$ cat config.mk
export PLATFORM = sky130hd
export DESIGN_NAME = stream_src_sel
export DESIGN_NICKNAME = d
export VERILOG_FILES = /design/src/rtl/stream_src_sel.sv
export SDC_FILE = /design/constraint.sdc
export NUM_CORES = 1
export LEC_CHECK = 0
export CAP_MARGIN = 40
export CORE_MARGIN = 1.5
export CORE_UTILIZATION = 43
export CTS_CLUSTER_DIAMETER = 60
export CTS_CLUSTER_SIZE = 8
export DETAILED_ROUTE_END_ITERATION = 10
export GPL_TIMING_DRIVEN = 1
export MAX_ROUTING_LAYER = met4
export PLACE_DENSITY_LB_ADDON = 0.05
export SLEW_MARGIN = 20
export SYNTH_ARGS = -nofsm -noshare
export SYNTH_HDL_FRONTEND = slang
export SYNTH_SLANG_ARGS = --single-unit
$ cat constraint.sdc
create_clock -name clk -period 5.7 [get_ports clk]
set_input_delay 1.14 -clock clk [delete_from_list [all_inputs] [get_ports clk]]
set_output_delay 1.14 -clock clk [all_outputs]
set_load 0.01 [all_outputs]
$ cat src/rtl/stream_src_sel.sv
// stream_src_sel
// Runtime-selectable sample source for the Sclk-domain stream into AXI2S Sin/Ien.
// Four sources: external samples, delayed Sout loopback, I/Q counter pattern and
// PRBS-15. Any mode change passes through a 2-cycle FLUSH that clears the
// pattern generators and the loopback valid bits before RUN resumes.
//
// Ports:
//   clk      in   stream clock (Sclk)
//   rst_n    in   asynchronous active-low reset
//   mode     in   2   0 EXT, 1 LOOP, 2 CNT, 3 PRBS (quasi-static)
//   loop_dly in   DLY_AW  loopback delay select (output lags by loop_dly+2 cycles)
//   sync     in   restart pulse for the CNT/PRBS sequences
//   ext_in   in   DW  external sample word, qualified by ext_vld
//   sout     in   DW  AXI2S Sout word, qualified by oen
//   ien      in   pattern advance request for CNT/PRBS
//   sin      out  DW  sample word to AXI2S Sin
//   sin_vld  out  sin valid
//   busy     out  high while flushing
// Word layout: channel c occupies [2*W*c +: 2*W], I in the low half, Q in the high half.

module stream_src_sel #(
    parameter int W      = 16,
    parameter int NCH    = 1,
    parameter int DLY_AW = 4
) (
    input  logic                  clk,
    input  logic                  rst_n,
    input  logic [1:0]            mode,
    input  logic [DLY_AW-1:0]     loop_dly,
    input  logic                  sync,
    input  logic [2*W*NCH-1:0]    ext_in,
    input  logic                  ext_vld,
    input  logic [2*W*NCH-1:0]    sout,
    input  logic                  oen,
    input  logic                  ien,
    output logic [2*W*NCH-1:0]    sin,
    output logic                  sin_vld,
    output logic                  busy
);

    localparam int DW    = 2 * W * NCH;
    localparam int DEPTH = 1 << DLY_AW;

    localparam logic [1:0] MODE_EXT  = 2'd0;
    localparam logic [1:0] MODE_LOOP = 2'd1;
    localparam logic [1:0] MODE_CNT  = 2'd2;
    localparam logic [1:0] MODE_PRBS = 2'd3;

    localparam logic [14:0]       LFSR_SEED = 15'h7FFF;
    localparam logic [DLY_AW-1:0] PTR_ONE   = {{(DLY_AW-1){1'b0}}, 1'b1};

    typedef enum logic {
        FLUSH,
        RUN
    } state_t;

    state_t              state;
    state_t              state_nxt;
    logic                flush_cnt;
    logic [1:0]          mode_q;
    logic                mode_chg;

    logic [W-1:0]        cnt;
    logic [14:0]         lfsr;
    logic [14:0]         lfsr_nxt;
    logic [W-1:0]        prbs_i;

    logic [DW-1:0]       mem_dat [DEPTH];
    logic [DEPTH-1:0]    mem_vld;
    logic [DLY_AW-1:0]   wr_ptr;
    logic [DLY_AW-1:0]   rd_ptr;

    logic [DW-1:0]       cnt_word;
    logic [DW-1:0]       prbs_word;

    // A mode change is only acted on from RUN; while flushing the input mode is
    // simply re-latched so the flush always ends in the most recent mode.
    assign mode_chg = (state == RUN) && (mode != mode_q);

    // Reading wr_ptr-loop_dly-1 returns the entry written loop_dly+1 edges ago;
    // the output register adds one more cycle.
    assign rd_ptr = wr_ptr - loop_dly - PTR_ONE;

    // Fibonacci x^15+x^14+1: feedback from taps 15 and 14 (bits 14 and 13).
    assign lfsr_nxt = {lfsr[13:0], lfsr[14] ^ lfsr[13]};

    generate
        if (W >= 15) begin : g_prbs_ext
            assign prbs_i = {{(W-15){1'b0}}, lfsr};
        end else begin : g_prbs_trunc
            assign prbs_i = lfsr[W-1:0];
        end
    endgenerate

    // State register: FLUSH is held for exactly two cycles, counted by flush_cnt.
    always_ff @(posedge clk or negedge rst_n) begin
        if (!rst_n) begin
            state     <= FLUSH;
            flush_cnt <= 1'b0;
            mode_q    <= MODE_EXT;
        end else begin
            state     <= state_nxt;
            flush_cnt <= (state == FLUSH) ? ~flush_cnt : 1'b0;
            if (state == FLUSH || mode_chg) begin
                mode_q <= mode;
            end
        end
    end

    // Next-state logic.
    always_comb begin
        state_nxt = state;
        case (state)
            FLUSH:   if (flush_cnt) state_nxt = RUN;
            RUN:     if (mode_chg)  state_nxt = FLUSH;
            default: state_nxt = FLUSH;
        endcase
    end

    // Output decode plus the per-channel pattern words for CNT and PRBS.
    always_comb begin
        busy      = (state == FLUSH);
        cnt_word  = '0;
        prbs_word = '0;
        for (int c = 0; c < NCH; c++) begin
            cnt_word[2*W*c +: W]      = ~cnt;
            cnt_word[2*W*c + W +: W]  = cnt + W'(c);
            prbs_word[2*W*c +: W]     = prbs_i ^ W'(c);
            prbs_word[2*W*c + W +: W] = ~(prbs_i ^ W'(c));
        end
    end

    // Datapath: output register, pattern generators and loopback bookkeeping.
    // Pattern outputs use the pre-advance value; sync takes priority over ien
    // for the next value so the following output restarts the sequence.
    always_ff @(posedge clk or negedge rst_n) begin
        if (!rst_n) begin
            sin     <= '0;
            sin_vld <= 1'b0;
            cnt     <= '0;
            lfsr    <= LFSR_SEED;
            wr_ptr  <= '0;
            mem_vld <= '0;
        end else if (state == FLUSH) begin
            sin_vld <= 1'b0;
            cnt     <= '0;
            lfsr    <= LFSR_SEED;
            wr_ptr  <= '0;
            mem_vld <= '0;
        end else begin
            wr_ptr          <= wr_ptr + PTR_ONE;
            mem_vld[wr_ptr] <= oen;
            if (mode_chg) begin
                sin_vld <= 1'b0;
            end else begin
                case (mode_q)
                    MODE_EXT: begin
                        sin     <= ext_in;
                        sin_vld <= ext_vld;
                    end
                    MODE_LOOP: begin
                        sin     <= mem_dat[rd_ptr];
                        sin_vld <= mem_vld[rd_ptr];
                    end
                    MODE_CNT: begin
                        sin     <= cnt_word;
                        sin_vld <= ien;
                        if (sync)     cnt <= '0;
                        else if (ien) cnt <= cnt + 1'b1;
                    end
                    default: begin
                        sin     <= prbs_word;
                        sin_vld <= ien;
                        if (sync)     lfsr <= LFSR_SEED;
                        else if (ien) lfsr <= lfsr_nxt;
                    end
                endcase
            end
        end
    end

    // Loopback data storage; validity lives in mem_vld, so no reset is needed.
    always_ff @(posedge clk) begin
        if (state == RUN) begin
            mem_dat[wr_ptr] <= sout;
        end
    end

endmodule

==> results of run 1 <==
-- worst max-delay path: stages --
cell	delay, ns
clkdlybuf4s50_1	0.40
inv_1	0.09
ha_4	0.14
inv_1	0.05
fa_4	1.22
buf_4	0.49
mux4_2	0.37
mux2_2	0.27
a22oi_1	0.23
a21oi_1	0.10
-- cell usage after synthesis, types with 2 or more instances --
library cell	number
a21o_1	6
a21oi_1	105
a221oi_1	21
a22oi_1	20
a31oi_1	3
and2_1	4
and3_1	3
buf_1	3
buf_2	26
buf_4	4
buf_6	7
clkbuf_1	50
dfrtp_1	73
dfstp_2	15
edfxtp_1	512
ha_1	8
inv_1	9
mux2_2	64
mux2i_1	12
mux4_2	132
nand2_1	80
nand2b_1	5
nand3_1	36
nor2_1	79
nor2b_1	3
nor3_1	5
nor4_1	2
o21ai_0	47
o31ai_1	4
or3_1	10
or4_1	2
xnor2_1	6
xor2_1	2
-- area by class of cell --
cell class	instances	area [µm²]
Timing Repair Buffer	164	1660
Clock buffer	148	2410
Antenna cell	2	5.00
Multi-Input combinational cell	671	6450
Tap cell	756	946
Inverter	10	37.5
Fill cell	4637	26900
Clock inverter	10	156
Sequential cell	600	17600
-- flip-flops by register name, indices dropped and copies added, names as in the netlist --
register	flops
wr_ptr	4
mode_q	2
cnt	16
sin_vld	1
mem_vld	16
state	1
flush_cnt	1
mem_dat	512
lfsr	15
sin	32
-- power breakdown --
group	internal, mW	switching [mW]	total, mW	leakage (nW)
clock	2.95	1.87	4.82	1.22
sequential	5.12	0.194	5.32	5.71
combinational	1.97	2.00	3.97	2.66
-- cell usage in the layout, fill, tap and decap left out, types with 3 or more instances in the layout --
| master | n |
|---|---|
| dfrtp_1 | 73 |
| a21oi_1 | 105 |
| a221oi_1 | 21 |
| and3_1 | 3 |
| a22oi_1 | 20 |
| mux4_2 | 132 |
| buf_12 | 9 |
| clkdlybuf4s50_1 | 108 |
| mux2_2 | 64 |
| clkbuf_1 | 61 |
| o31ai_1 | 4 |
| inv_16 | 3 |
| dfstp_2 | 15 |
| clkbuf_16 | 87 |
| inv_1 | 9 |
| nand3_1 | 35 |
| and2_1 | 4 |
| nor2_4 | 12 |
| xnor2_1 | 6 |
| or3_1 | 10 |
| a21o_1 | 6 |
| a31oi_1 | 3 |
| ha_1 | 7 |
| nand2_1 | 80 |
| nor2b_1 | 3 |
| nand2b_1 | 5 |
| nor3_2 | 4 |
| nor2_1 | 66 |
| edfxtp_1 | 512 |
| buf_4 | 43 |
| inv_6 | 3 |
| o21ai_0 | 46 |
| mux2i_1 | 10 |
-- cell families after synthesis --
kind of cell / count (synthesis)
buf+inv: 100
xor+xnor: 8
simple gates: 237
flops: 600
compound gates: 209
mux: 208
fa+ha+maj: 9
-- stage by stage --
step | instance area, µm² | cells
floorplan | 24300 | 1371
global placement | 26500 | 2193
detailed placement | 26700 | 2200
CTS | 29200 | 2358
global route | 29300 | 2361
finish | 29300 | 2361
-- per-layer routing --
metal | up-vias | track usage [%] | wire length (µm)
li1 | 5806 | - | -
met1 | 7158 | 35.4 | 30900
met2 | 453 | 35.6 | 30400
met3 | 105 | 3.83 | 3980
met4 | 0 | 9.20 | 2160
met5 | - | - | 0
-- path summary, 6_finish.rpt --
check | cells after the start | slack [ns] | end | from
setup / recovery | 10 | 1.63 | sin[3] | loop_dly[0]
setup reg to reg | 8 | 2.14 | sin[3] | wr_ptr[0]
min in group asynchronous | 1 | 0.46 | sin_vld | rst_n
hold / removal | 1 | 0.42 | flush_cnt | flush_cnt
hold reg to reg | 1 | 0.42 | flush_cnt | flush_cnt
max in group asynchronous | 3 | 4.07 | lfsr[4] | rst_n
==> metrics, run 1 <==
Adder-Cell Fraction of Synth Area=0.494%; CTS-repair resized insts=0; Final Max Tran Viols=0; first-pass GRT wire length=96.6 mm; vias per inst=5.73; Crit Path Class=in -> reg; FF+latch count, synth=600; routability cong.=0.824; layout cell share with drive strength beyond 1=24.3%; Die Y-Extent=241 µm; Layout area overhead=20.2%; Synth Net Count=1456; worst hold path type=reg -> reg; startpoint types=input pin; largest net degree at the start of global routing=between 40 and 50; EDFF count, synth=512; Post-CTS Setup Bufs=0; DR pass1 iterations=5; unrepaired setup endpoints after global routing=no; CTS tree=yes; Max transition margin=approximately two fifths; Final Critical Period=4.07 ns; Die Area=58000 µm²; Max Clk Rate=246 MHz; xor/xnor share of the synthesized area=0.288%; Max VDD drop=0.262 mV; post-place setup slack=0.985 ns; Synth Instances=1371; # setup viols final=0; Sum Neg Setup Slack=0 ns; Synth Area in Compound Gates=4.97%; Starting Density=43.3%; critical path endpoint category=flip-flop; Nets=1618; final WL=67.5 mm; num rows=87; vias in the first global route=about 14000; cts bufs inserted=86; status=finished, final reports clean; Cell Area, Synth=approximately 24000 µm²; gr usage total=around a quarter; DP Wirelength=approximately 40 mm; antenna viol nets, final=0; io pins=110; final cycle utilization of the critical path=71.4%; synth warn=0; total grt overflow=0; Max-cap violations=0; Pleak=9.59 nW; Final Power=around 14 mW; Max Buffers Root-to-Sink=3; largest family of logic cells by synthesized area=multiplexers; final clock skew=0.0164 ns; cts hold-fix bufs=0; largest area contributor in the netlist=edfxtp_1; clk_lat worst skew=0.62 ns; worst slew pin tran=between 0.9 and 1 ns; CTS root buf=clkbuf_16; count of final hold-check violations=0; synth top area cells=edfxtp_1 63%, mux4_2 12%, dfrtp_1 7.5%; H-tree Lvls=3; WL/cell=28.6 µm; Worst-path clk slew=0.05 ns; syn avg cell area=17.8 µm²; clock sink count=600; arrival time at the worst endpoint=4.53 ns; mux share of post-synthesis cell area=15.7%; Final WS setup=around 1.6 ns; Vias=13500; Most used DFF post-synth=edfxtp_1; Final Util=between 50% and 60%; initial antenna violation count=3; worst path required time=6.16 ns; Power Density=between 400 and 500 nW/µm²; Residual DRC=0; top cell type's share of synthesized area=63.2%; Die W=241 µm; Synth cell types=46; # port buffers=approximately 110; core area=56200 µm²; sequential share of the synthesized area=between 70% and 80%; Post-Synth Simple-Gate Area=4.33%; Async S/R FF share, synth=14.7%; initial DRC count=1329; worst hold slack=roughly 0.42 ns; Crit Path Max Fanout=37
No activity file was read; power rests on OpenSTA's default activity.
==> run 2: changes to the inputs <==
==> constraint.sdc (replaced) <==
create_clock -name clk -period 3.5 [get_ports clk]
set_input_delay 0.7 -clock clk [delete_from_list [all_inputs] [get_ports clk]]
set_output_delay 0.7 -clock clk [all_outputs]
set_load 0.01 [all_outputs]
==> run 2 against run 1 <==
Compared with the run above:
- setup slack worse by 1.3 ns
- routed wire length fell by 1.8%
- register-to-register slack worse by 1.8 ns
- die area stayed put
- utilization rose by 0.77 points
- final cell count rose by 1.5%
- critical path type unchanged
- worst hold slack got worse by 0.31 ns
- final area is 1.5% higher
- sequential cell count unchanged
- combinational power is 79% higher
==> metrics, run 2 (synthesis gave the netlist of run 1 again) <==
Die W=241 µm (unchanged); H-tree Lvls=3 (unchanged); antenna viol nets, final=0 (unchanged); core area=56200 µm² (unchanged); Crit Path Class=in -> reg; Power Density=788 nW/µm² (+63%); Final Critical Period=between 3 and 4 ns; final WL=66.3 mm (-1.8%); gr usage total=24.2% (-0.44 points); biggest regs=mem_dat: 512 flops, sin: 32 flops; count of final hold-check violations=0 (unchanged); Post-CTS Setup Bufs=0 (unchanged); commonest non-fill, non-tap cell in the layout=edfxtp_1; final cycle utilization of the critical path=91.7%; worst path required time=3.97 ns (-2.19 ns); startpoint types=input pin; Die Area=58000 µm² (unchanged); Max-cap violations=0 (unchanged); largest net degree at the start of global routing=45 (+7.1%); cts hold-fix bufs=0 (unchanged); clk_lat worst skew=0.62 ns (about the same); post-place setup slack=-0.393 ns (-1.38 ns); routability cong.=0.826 (+0.24%); worst slew pin tran=0.913 ns (+0.00434 ns); CTS tree=yes; CTS-repair resized insts=0 (unchanged); Max VDD drop=0.420 mV (+61%); DR WL met3=4.43 mm (+11%); WL/cell=27.7 µm (-3.2%); commonest cells after routing, fill and taps aside=512 x edfxtp_1, 132 x mux4_2, 108 x clkdlybuf4s50_1; # setup viols final=0 (unchanged); largest register by flop count=mem_dat; final clock skew=0.0241 ns (+0.00762 ns); total grt overflow=0 (unchanged); Placed Cells=2241 (+1.9%); Final WS setup=0.291 ns (-1.34 ns); Max Clk Rate=between 300 and 400 MHz; DR pass1 iterations=5 (unchanged); DP Wirelength=38.7 mm (-3.6%); worst hold path type=in -> async; Layout area overhead=22.0%; Residual DRC=0 (unchanged); first-pass GRT wire length=95.7 mm (-0.86%); arrival time at the worst endpoint=3.68 ns (-0.85 ns); critical path endpoint category=flip-flop; met2 wire length=30.3 mm (-0.51%); unrepaired setup endpoints after global routing=no; Largest register FFs=512 (unchanged); num rows=87 (unchanged); Starting Density=43.3% (unchanged); initial antenna violation count=3 (unchanged); CTS root buf=clkbuf_16; cts bufs inserted=85 (-1.2%); Crit Path Max Fanout=12 (-68%); Nets=1658 (+2.5%); Pleak=9.79 nW (+2.0%); vias in the first global route=13800 (+1.8%); Final Util=52.9% (+0.77 points); top sig layer=met4; io pins=110 (unchanged); Max Buffers Root-to-Sink=3 (unchanged); layout cell share with drive strength beyond 1=26.0% (+1.7 points); status=finished, final reports clean; Max transition margin=39.1% (-0.29 points); clock sink count=600 (unchanged); initial DRC count=1264 (-4.9%); Worst-path clk slew=0.06 ns (about the same); vias per inst=5.71 (-0.24%); Final Max Tran Viols=0 (unchanged); Vias=13700 (+1.2%); # port buffers=109 (unchanged); Sum Neg Setup Slack=0 ns (unchanged); met1 wire length=30.3 mm (-2.2%); Die Y-Extent=241 µm (unchanged); post-route insts no fill=2396 (+1.5%)
run 2: cell count changes in the layout (fill, tap and decap cells not counted), sizes merged:
cell    previous run  this run
buf               56        97
inv               15        11
clkbuf           148       146
bufinv             2         1
diode              2         3
run 2: worst max-delay path, stage by stage:
cell and delay [ns]:
clkdlybuf4s50_1 0.41, inv_1 0.10, ha_4 0.14, inv_1 0.04, fa_4 0.82, buf_4 0.18, buf_12 0.15, mux4_2 0.29
mux2_2 0.27, a22oi_1 0.44, a21oi_1 0.12
run 2: path summary, 6_finish.rpt:
kind                            cells past startpoint   endpoint   startpoint  slack (ns)
min in group clk                                    1  flush_cnt    flush_cnt        0.42
worst min register to register                      1  flush_cnt    flush_cnt        0.42
worst max register to register                      9    sin[19]    wr_ptr[0]        0.39
worst min-delay path                                1  wr_ptr[1]        rst_n        0.11
max in group asynchronous                           2    lfsr[6]        rst_n        2.54
worst max-delay path                               11    sin[19]  loop_dly[0]        0.29
run 2: cell type report:
cell class / instances / area, µm²
Antenna cell: 3 / 7.51
Clock buffer: 146 / 2400
Clock inverter: 5 / 80.1
Fill cell: 4575 / 26500
Inverter: 10 / 37.5
Multi-Input combinational cell: 671 / 6480
Sequential cell: 600 / 17600
Tap cell: 756 / 946
Timing Repair Buffer: 205 / 2150
run 2: through the flow:
stage | instance area [µm²] | total power [mW] | hold slack [ns]
after floorplan | 24400 | 13.1 | 0.397
final | 29700 | 23.4 | 0.115
after detailed placement | 27200 | 16.0 | 0.410
after global routing | 29700 | 24.4 | 0.156
after CTS | 29700 | 23.7 | 0.119
after global placement | 27200 | 16.0 | 0.410
run 2: power breakdown:
| group | switching [mW] | internal (mW) |
|---|---|---|
| combinational | 3.36 | 3.73 |
| clock | 2.97 | 4.68 |
| sequential | 0.317 | 8.34 |
run 2: routing by layer:
layer	up-vias	GRT usage (%)
li1	5880	-
met1	7231	35.0
met2	484	35.1
met3	95	4.44
met4	0	6.95
met5	-	-
==> run 3: changes to the inputs <==
--- a/config.mk
+++ b/config.mk
@@ -5,8 +5,8 @@
 export SDC_FILE = /design/constraint.sdc
 export NUM_CORES = 1
 export LEC_CHECK = 0
-export CAP_MARGIN = 40
-export CORE_MARGIN = 1.5
+export ABC_CLOCK_PERIOD_IN_PS = 3500
+export CAP_MARGIN = 20
 export CORE_UTILIZATION = 43
 export CTS_CLUSTER_DIAMETER = 60
 export CTS_CLUSTER_SIZE = 8
==> run 3 against run 2 <==
Compared with the run above:
- clock power fell by 2%
- sequential share of layout area rose by 0.40 points
- register-to-register slack got worse by 0.05 ns
- utilization rose by 0.26 points
- combinational power barely moved
- largest power group unchanged
- clock-buffer cell count fell by 19
- critical path type unchanged
==> metrics, run 3 (synthesis gave the netlist of run 1 again) <==
biggest regs=mem_dat: 512 flops, sin: 32 flops; startpoint types=input pin; Max Clk Rate=308 MHz (-1.1%); top sig layer=met4; Int Power=16.5 mW (-1.5%); R2R depth=9 (unchanged); Power Density=789 nW/µm² (+0.19%); Max-cap violations=0 (unchanged); vias per inst=5.73 (+0.22%); Crit Path Max Fanout=34 (+22); commonest cells after routing, fill and taps aside=512 x edfxtp_1, 132 x mux4_2, 108 x clkdlybuf4s50_1; cts hold-fix bufs=0 (unchanged); total grt overflow=0 (unchanged); Vias=13500 (-1.3%); num rows=86 (-1.1%); final clock skew=0.0250 ns (+0.000888 ns); Die Y-Extent=240 µm (-0.42%); worst slew pin tran=0.967 ns (+0.0543 ns); met2 wire length=30.9 mm (+2.0%); antenna viol nets, final=0 (unchanged); largest net degree at the start of global routing=53 (+18%); Post-CTS Setup Bufs=0 (unchanged); CTS-repair resized insts=0 (unchanged); Final Max Tran Viols=0 (unchanged); met1 wire length=29.6 mm (-2.3%); DP Wirelength=39.1 mm (+0.87%); cts bufs inserted=85 (unchanged); Max transition margin=35.5% (-3.6 points); H-tree Lvls=3 (unchanged); unrepaired setup endpoints after global routing=no; worst path required time=3.97 ns (about the same); first-pass GRT wire length=95.2 mm (-0.53%); count of final hold-check violations=0 (unchanged); # port buffers=109 (unchanged); status=finished, final reports clean; final cycle utilization of the critical path=92.7% (+1.0 points); Residual DRC=0 (unchanged); Die W=240 µm (-0.42%); Final Critical Period=3.25 ns (+0.0365 ns); Nets=1648 (-0.60%); Starting Density=43.8% (+0.50 points); reg-to-reg slack, setup=0.34 ns (-0.05 ns); WL/cell=27.6 µm (about the same); Pleak=9.70 nW (-0.89%); initial DRC count=1279 (+1.2%); Layout area overhead=21.2%; Sw Pwr=6.78 mW (+2.0%); post-route insts no fill=2359 (-1.5%); share of power burned in registers=37.4% (+0.4 points); CTS tree=yes; routability cong.=0.824 (-0.34%); commonest non-fill, non-tap cell in the layout=edfxtp_1; DR pass1 iterations=5 (unchanged); DR WL met3=3.38 mm (-24%); arrival time at the worst endpoint=3.72 ns (+0.04 ns); core area=55500 µm² (-1.1%); clock share of power=32.2% (-0.5 points); Max Buffers Root-to-Sink=3 (unchanged); clk_lat worst skew=0.62 ns (about the same); largest register by flop count=mem_dat; gr usage total=24.0% (-0.16 points); Die Area=57600 µm² (-0.83%); final WL=65.2 mm (-1.6%); CTS root buf=clkbuf_16; Worst-path clk slew=0.06 ns (about the same); # setup viols final=0 (unchanged); io pins=110 (unchanged); worst hold path type=in -> async; Largest register FFs=512 (unchanged); share of total power in combinational logic=30.4% (about the same); Crit Path Class=in -> reg; Placed Cells=2224 (-0.76%); initial antenna violation count=1 (-2); Max VDD drop=0.444 mV (+5.6%); FF-to-FF Start=wr_ptr[0]; clock sink count=600 (unchanged); critical path endpoint category=flip-flop; Sum Neg Setup Slack=0 ns (unchanged); layout cell share with drive strength beyond 1=26.0% (-0.060 points); Worst R2R End=sin[9]; Switching Fraction=29.1% (+0.71 points); vias in the first global route=13800 (-0.38%)
run 3: changes by cell type in the layout (fill, tap and decap cells not counted), sizes merged:
cell | previous run | this run
clkbuf | 146 | 127
buf | 97 | 87
diode | 3 | 1
bufinv | 1 | 0
clkinv | 3 | 4
clkinvlp | 0 | 1
inv | 11 | 12
run 3: power by group through the flow:
stage | combinational [mW] | sequential [mW] | clock, mW
3_5_place_dp | 7.17 | 8.83 | 0
3_3_place_gp | 7.16 | 8.83 | 0
4_1_cts | 7.21 | 8.70 | 7.65
2_1_floorplan | 4.37 | 8.71 | 0
6_report | 7.08 | 8.70 | 7.50
5_1_grt | 7.54 | 8.74 | 7.94
run 3: routing by layer:
metal | GRT usage (%) | vias up
met2 | 36.5 | 386
met5 | - | -
li1 | - | 5836
met1 | 34.0 | 7189
met4 | 6.04 | 0
met3 | 3.80 | 97
run 3: final cells by class:
class	count	area (µm²)
antenna	1	2.50
clock buffer	127	2320
inverter	10	37.5
timing repair buffer	195	2020
fill	4490	26000
sequential	600	17600
tap	748	936
multi-input combinational	671	6480
clock inverter	7	108
run 3: how the worst max path moves through the flow:
stage	startpoint	slack, ns	to	cells past startpoint
after floorplan	loop_dly[0]	0.54	sin[10]	11
after global placement	loop_dly[0]	-0.32	sin[9]	11
after detailed placement	loop_dly[0]	-0.33	sin[9]	11
after CTS	loop_dly[0]	0.29	sin[9]	11
after global routing	loop_dly[0]	0.21	sin[9]	11
final	loop_dly[0]	0.25	sin[9]	11
run 3: per-stage QoR:
step / setup WS (ns) / power (mW) / instance area [µm²] / hold slack [ns] / util [%]
after CTS: 0.292 / 23.6 / 29500 / 0.208 / 53.1
after global placement: -0.322 / 16.0 / 27100 / 0.413 / 48.7
final: 0.254 / 23.3 / 29500 / 0.203 / 53.1
after global routing: 0.209 / 24.2 / 29500 / 0.227 / 53.1
after floorplan: 0.536 / 13.1 / 24400 / 0.397 / -
after detailed placement: -0.326 / 16.0 / 27100 / 0.419 / 48.7
run 3: worst max-delay path: stages:
cell,delay (ns)
clkdlybuf4s50_1,0.41
inv_1,0.10
ha_4,0.14
inv_1,0.04
fa_4,0.83
buf_12,0.28
buf_4,0.18
mux4_2,0.29
mux2_2,0.29
a22oi_1,0.31
a21oi_1,0.11
==> edit 1, RTL diff (config.mk and constraints of run 3) <==
Change the parameter `DLY_AW` from 4 to 5.
--- a/src/rtl/stream_src_sel.sv
+++ b/src/rtl/stream_src_sel.sv
@@ -21,7 +21,7 @@
 module stream_src_sel #(
     parameter int W      = 16,
     parameter int NCH    = 1,
-    parameter int DLY_AW = 4
+    parameter int DLY_AW = 5
 ) (
     input  logic                  clk,
     input  logic                  rst_n,
Interface: changed (resized loop_dly); port bits go from 110 to 111. The function was not compared with the original's and may differ.
==> edit 1 against run 3 <==
Final cell count is 79% higher; total power is 83% higher; final area is 84% higher; sequential share of layout area is 1.9 points higher; via count is 83% higher; area after synthesis is 84% higher; die area is 83% higher; global-route usage is 2.2 points higher; worst setup slack better by 0.012 ns; sequential cell count is 529 higher; combinational power is 77% higher; wire length is 100% higher; critical path depth is 9 lower; critical path type is now register to primary output.
==> edit 1: results (changes against run 3) <==
Run status
  • Status: finished clean

Synthesis
  • Synth cell types: 60 (+30%)
  • Compound-Gate Fraction of Synth Area: 3.60% (-1.4 points)
  • Syn_nets: 2489 (+71%)
  • Number of flops mapped to enable cells by yosys: 1024 (+100%)
  • Sequential area share after synthesis: 74.5% (+2.2 points)
  • Post-Synth XOR/XNOR Area: 0.176% (-0.11 points)

Cells and area
  • Share of post-route cells with drive strength above 1: 24.8% (-1.2 points)
  • # nets final: 2795 (+70%)
  • Filler Cells Inserted: 8223 (+83%)

GRT
  • First-pass GRT wire length: 188000 um (+97%)
  • Antenna violations before repair: 14 (+13)
  • Largest net degree at the start of global routing: 46 (-13%)
  • Vias in the first global route: 25261 (+83%)
  • Met3 Usage GRT: 5.54% (+1.7 points)
  • Met2 usage: 38.8% (+2.3 points)
  • Grt met1 use: 35.9% (+1.9 points)

Place
  • I/O Buffers: 110 (+0.92%)
  • Post-DP HPWL: 76400 um (+96%)
  • Dpl ws: -0.172 ns (+0.154 ns)

Clock network
  • Cts bufs inserted: 160 (+88%)
  • Worst skew pair latency: 0.76 ns (+0.14 ns)

Pwr
  • Static Leak: 17.9 nW (+85%)

Setup path
  • CP Data Arrival Time: 2.53 ns (-1.19 ns)
  • Slowest CP cell: clkdlybuf4s50_1

Timing
  • Worst Max-Slew Pin Slew: 1.13 ns (+0.159 ns)

Drt
  • Wire per inst: 31.4 um (+14%)
  • Iter 0 DRT Violations: 2731 (+110%)
edit 1: power breakdown:
part,switching [W],internal [W]
Clock,0.00567,0.00874
Combinational,0.00648,0.00606
Sequential,0.000348,0.0153
Total,0.0125,0.0301
edit 1: final timing paths:
path / endpoint / startpoint / slack [ns] / cells after the start
worst min-delay path: flush_cnt / flush_cnt / 0.43 / 1
min in group asynchronous: mem_vld[16] / rst_n / 0.57 / 2
worst max-delay path: busy / state / 0.27 / 2
worst max register to register: sin[31] / wr_ptr[0] / 0.53 / 8
worst min register to register: flush_cnt / flush_cnt / 0.43 / 1
max in group asynchronous: lfsr[11] / rst_n / 2.04 / 3
edit 1: through the flow:
stage                     std cells  hold WS, ns
final                          4223        0.434
after global placement         3925        0.410
after floorplan                2402        0.397
after global routing           4222        0.443
after CTS                      4210        0.431
after detailed placement       3925        0.421
edit 1: cell families after synthesis:
kind of cell,Yosys count
xor gates and xnor gates,9
DFF,1129
buffers and inverters,168
adders and majority gates,10
AOI/OAI and AO/OA,218
muxes,323
and+or+nand+nor,545
edit 1: worst reg2reg max path: cells and delay by family (launching register included):
kind                     cells  cell delay [ns]
adder cells (fa/ha/maj)      2             1.03
multiplexers                 2             0.53
buffers and inverters        2             0.47
flip-flops                   1             0.46
AO/OA/AOI/OAI                2             0.36
edit 1: area by class of cell:
class / count / area [um2] / share of cell area (%)
inverter: 23 / 86.3 / 0.159
tap: 1380 / 1730 / 3.18
timing repair buffer: 289 / 3310 / 6.10
sequential: 1129 / 33400 / 61.6
multi-input combinational: 1105 / 11000 / 20.3
clock buffer: 272 / 4530 / 8.35
clock inverter: 12 / 155 / 0.286
antenna: 13 / 32.5 / 0.0600
edit 1: what timing repair did:
action                    in CTS  in global routing
hold buffers                   1                  0
gates resized for setup        0                  0
buffers inserted               0                  0
hold endpoints to repair       3                  0
==> edit 2, RTL diff (flow settings as in run 3) <==
Made on the original files. Add an input register stage for `sout`; this delays it by one clock. The other inputs are not delayed to match.
--- a/src/rtl/stream_src_sel.sv
+++ b/src/rtl/stream_src_sel.sv
@@ -53,6 +53,12 @@
         FLUSH,
         RUN
     } state_t;
+
+    logic [2*W*NCH-1:0] sout_q;
+
+    always_ff @(posedge clk) begin
+        sout_q <= sout;
+    end
 
     state_t              state;
     state_t              state_nxt;
@@ -182,7 +188,7 @@
     // Loopback data storage; validity lives in mem_vld, so no reset is needed.
     always_ff @(posedge clk) begin
         if (state == RUN) begin
-            mem_dat[wr_ptr] <= sout;
+            mem_dat[wr_ptr] <= sout_q;
         end
     end
 
Function: changed (Yosys sat finds a counterexample within 10 cycles, from zero or initial values and one cycle with rst_n low).
==> edit 2 against run 3 <==
Worst setup slack worse by 0.059 ns; worst hold slack worse by 0.034 ns; sequential cell count is 32 higher; synthesized cell count is 0.29% lower; total power is 3.8% higher; final area is 3.3% higher; sequential power is 4.6% higher; critical path depth is 1 lower; wire length is 0.40% higher; non-clock buffer count is 1 higher; area after synthesis is 2.4% higher.
==> edit 2: results (changes against run 3) <==
Timing
  • Worst Max-Slew Pin Slew: 0.924 ns (-0.0430 ns)
  • Clock skew: 0.0305 ns (+0.00557 ns)

Cells and area
  • Number of non-clock buffers: 196 (+0.51%)
  • Clock buf count: 160 (+26%)
  • Share of post-route cells with drive strength above 1: 27.0% (+1.0 points)
  • Filler Cells Inserted: 4540 (+1.1%)
  • Layout Utilization: 53.6% (+0.48 points)
  • #MultiIn Comb: 637 (-5.1%)
  • Top flop regs: mem_dat (512), sin (32), sout_q (32)
  • Non-clk buf share: 7.11% (+0.26 points)
  • # nets final: 1653 (+0.30%)
  • Multi-input logic portion of the cell area: 21.1% (-0.90 points)
  • Sequential Area: 18200 um2 (+3.6%)

GRT
  • Met3 Usage GRT: 5.17% (+1.4 points)
  • Grt met1 use: 32.5% (-1.5 points)
  • Total GRT Usage: 23.3% (-0.69 points)
  • First-pass GRT wire length: 95500 um (+0.34%)
  • Largest net degree at the start of global routing: 89 (+68%)
  • Met2 usage: 34.5% (-2.1 points)

Run status
  • Status: finished clean

Place
  • Dpl ws: -0.429 ns (-0.103 ns)
  • # placed instances: 2232 (+0.36%)
  • Post-DP HPWL: 37200 um (-4.7%)
  • Gp weighted congestion: 0.835 (+1.4%)

Die
  • Die area: 58900 um2 (+2.4%)

Pwr
  • Static Leak: 10.2 nW (+5.3%)
  • Max VDD drop: 0.420 mV (-5.5%)

Drt
  • Routed wire length: 65500 um (+0.40%)
  • Vias: 13504 (-0.030%)
  • Routed wl met2: 30200 um (-2.2%)
  • Via density: 5.63 (-1.7%)
  • Metal-1 WL: 29700 um (+0.32%)
  • Iter 0 DRT Violations: 1259 (-1.6%)

Synthesis
  • Syn_nets: 1452 (-0.27%)
  • Multiplexer share of the synthesized area: 15.3% (-0.39 points)
  • Synth cell types: 47 (+2.2%)
  • Compound-Gate Fraction of Synth Area: 5.03% (+0.064 points)
  • Post-Synth XOR/XNOR Area: 0.281% (-0.0068 points)
  • Synth Area in Adders: 0.482% (-0.012 points)
  • Synth async-reset ratio: 13.9% (-0.74 points)

Setup path
  • Crit-path max FO: 37 (+8.8%)
  • Register-to-Register Path Depth: 8 (-1)
  • CP Data Arrival Time: 3.79 ns (+0.07 ns)

Clock network
  • Sink Count: 632 (+5.3%)
edit 2: changes by cell type after synthesis, moves of 9 or more:
cell,change
nand3_1,-17
a221oi_1,+10
o21ai_0,-23
a21oi_1,-13
a22oi_1,+11
or3_1,-9
or2_2,+14
dfxtp_1,+32
edit 2: report_power, final:
part / internal [W] / leakage (nW) / switching [W] / total, W
clock network: 0.00490 / 1.25 / 0.00313 / 0.00804
logic: 0.00371 / 2.98 / 0.00334 / 0.00704
registers: 0.00873 / 5.98 / 0.000367 / 0.00910
edit 2: final timing paths:
path | from | endpoint | slack, ns
worst max-delay path | loop_dly[0] | sin[27] | 0.19
worst min-delay path | rst_n | sin[9] | 0.17
worst max register to register | wr_ptr[0] | sin[27] | 0.30
worst min register to register | flush_cnt | flush_cnt | 0.43
max in group asynchronous | rst_n | sin[17] | 2.88
min in group clk | flush_cnt | flush_cnt | 0.43
edit 2: critical path: cells and delay by family:
family          cells  cell delay, ns
compound gates      2            0.52
fa+ha+maj           2            1.06
buf+inv             4            0.86
mux                 2            0.62
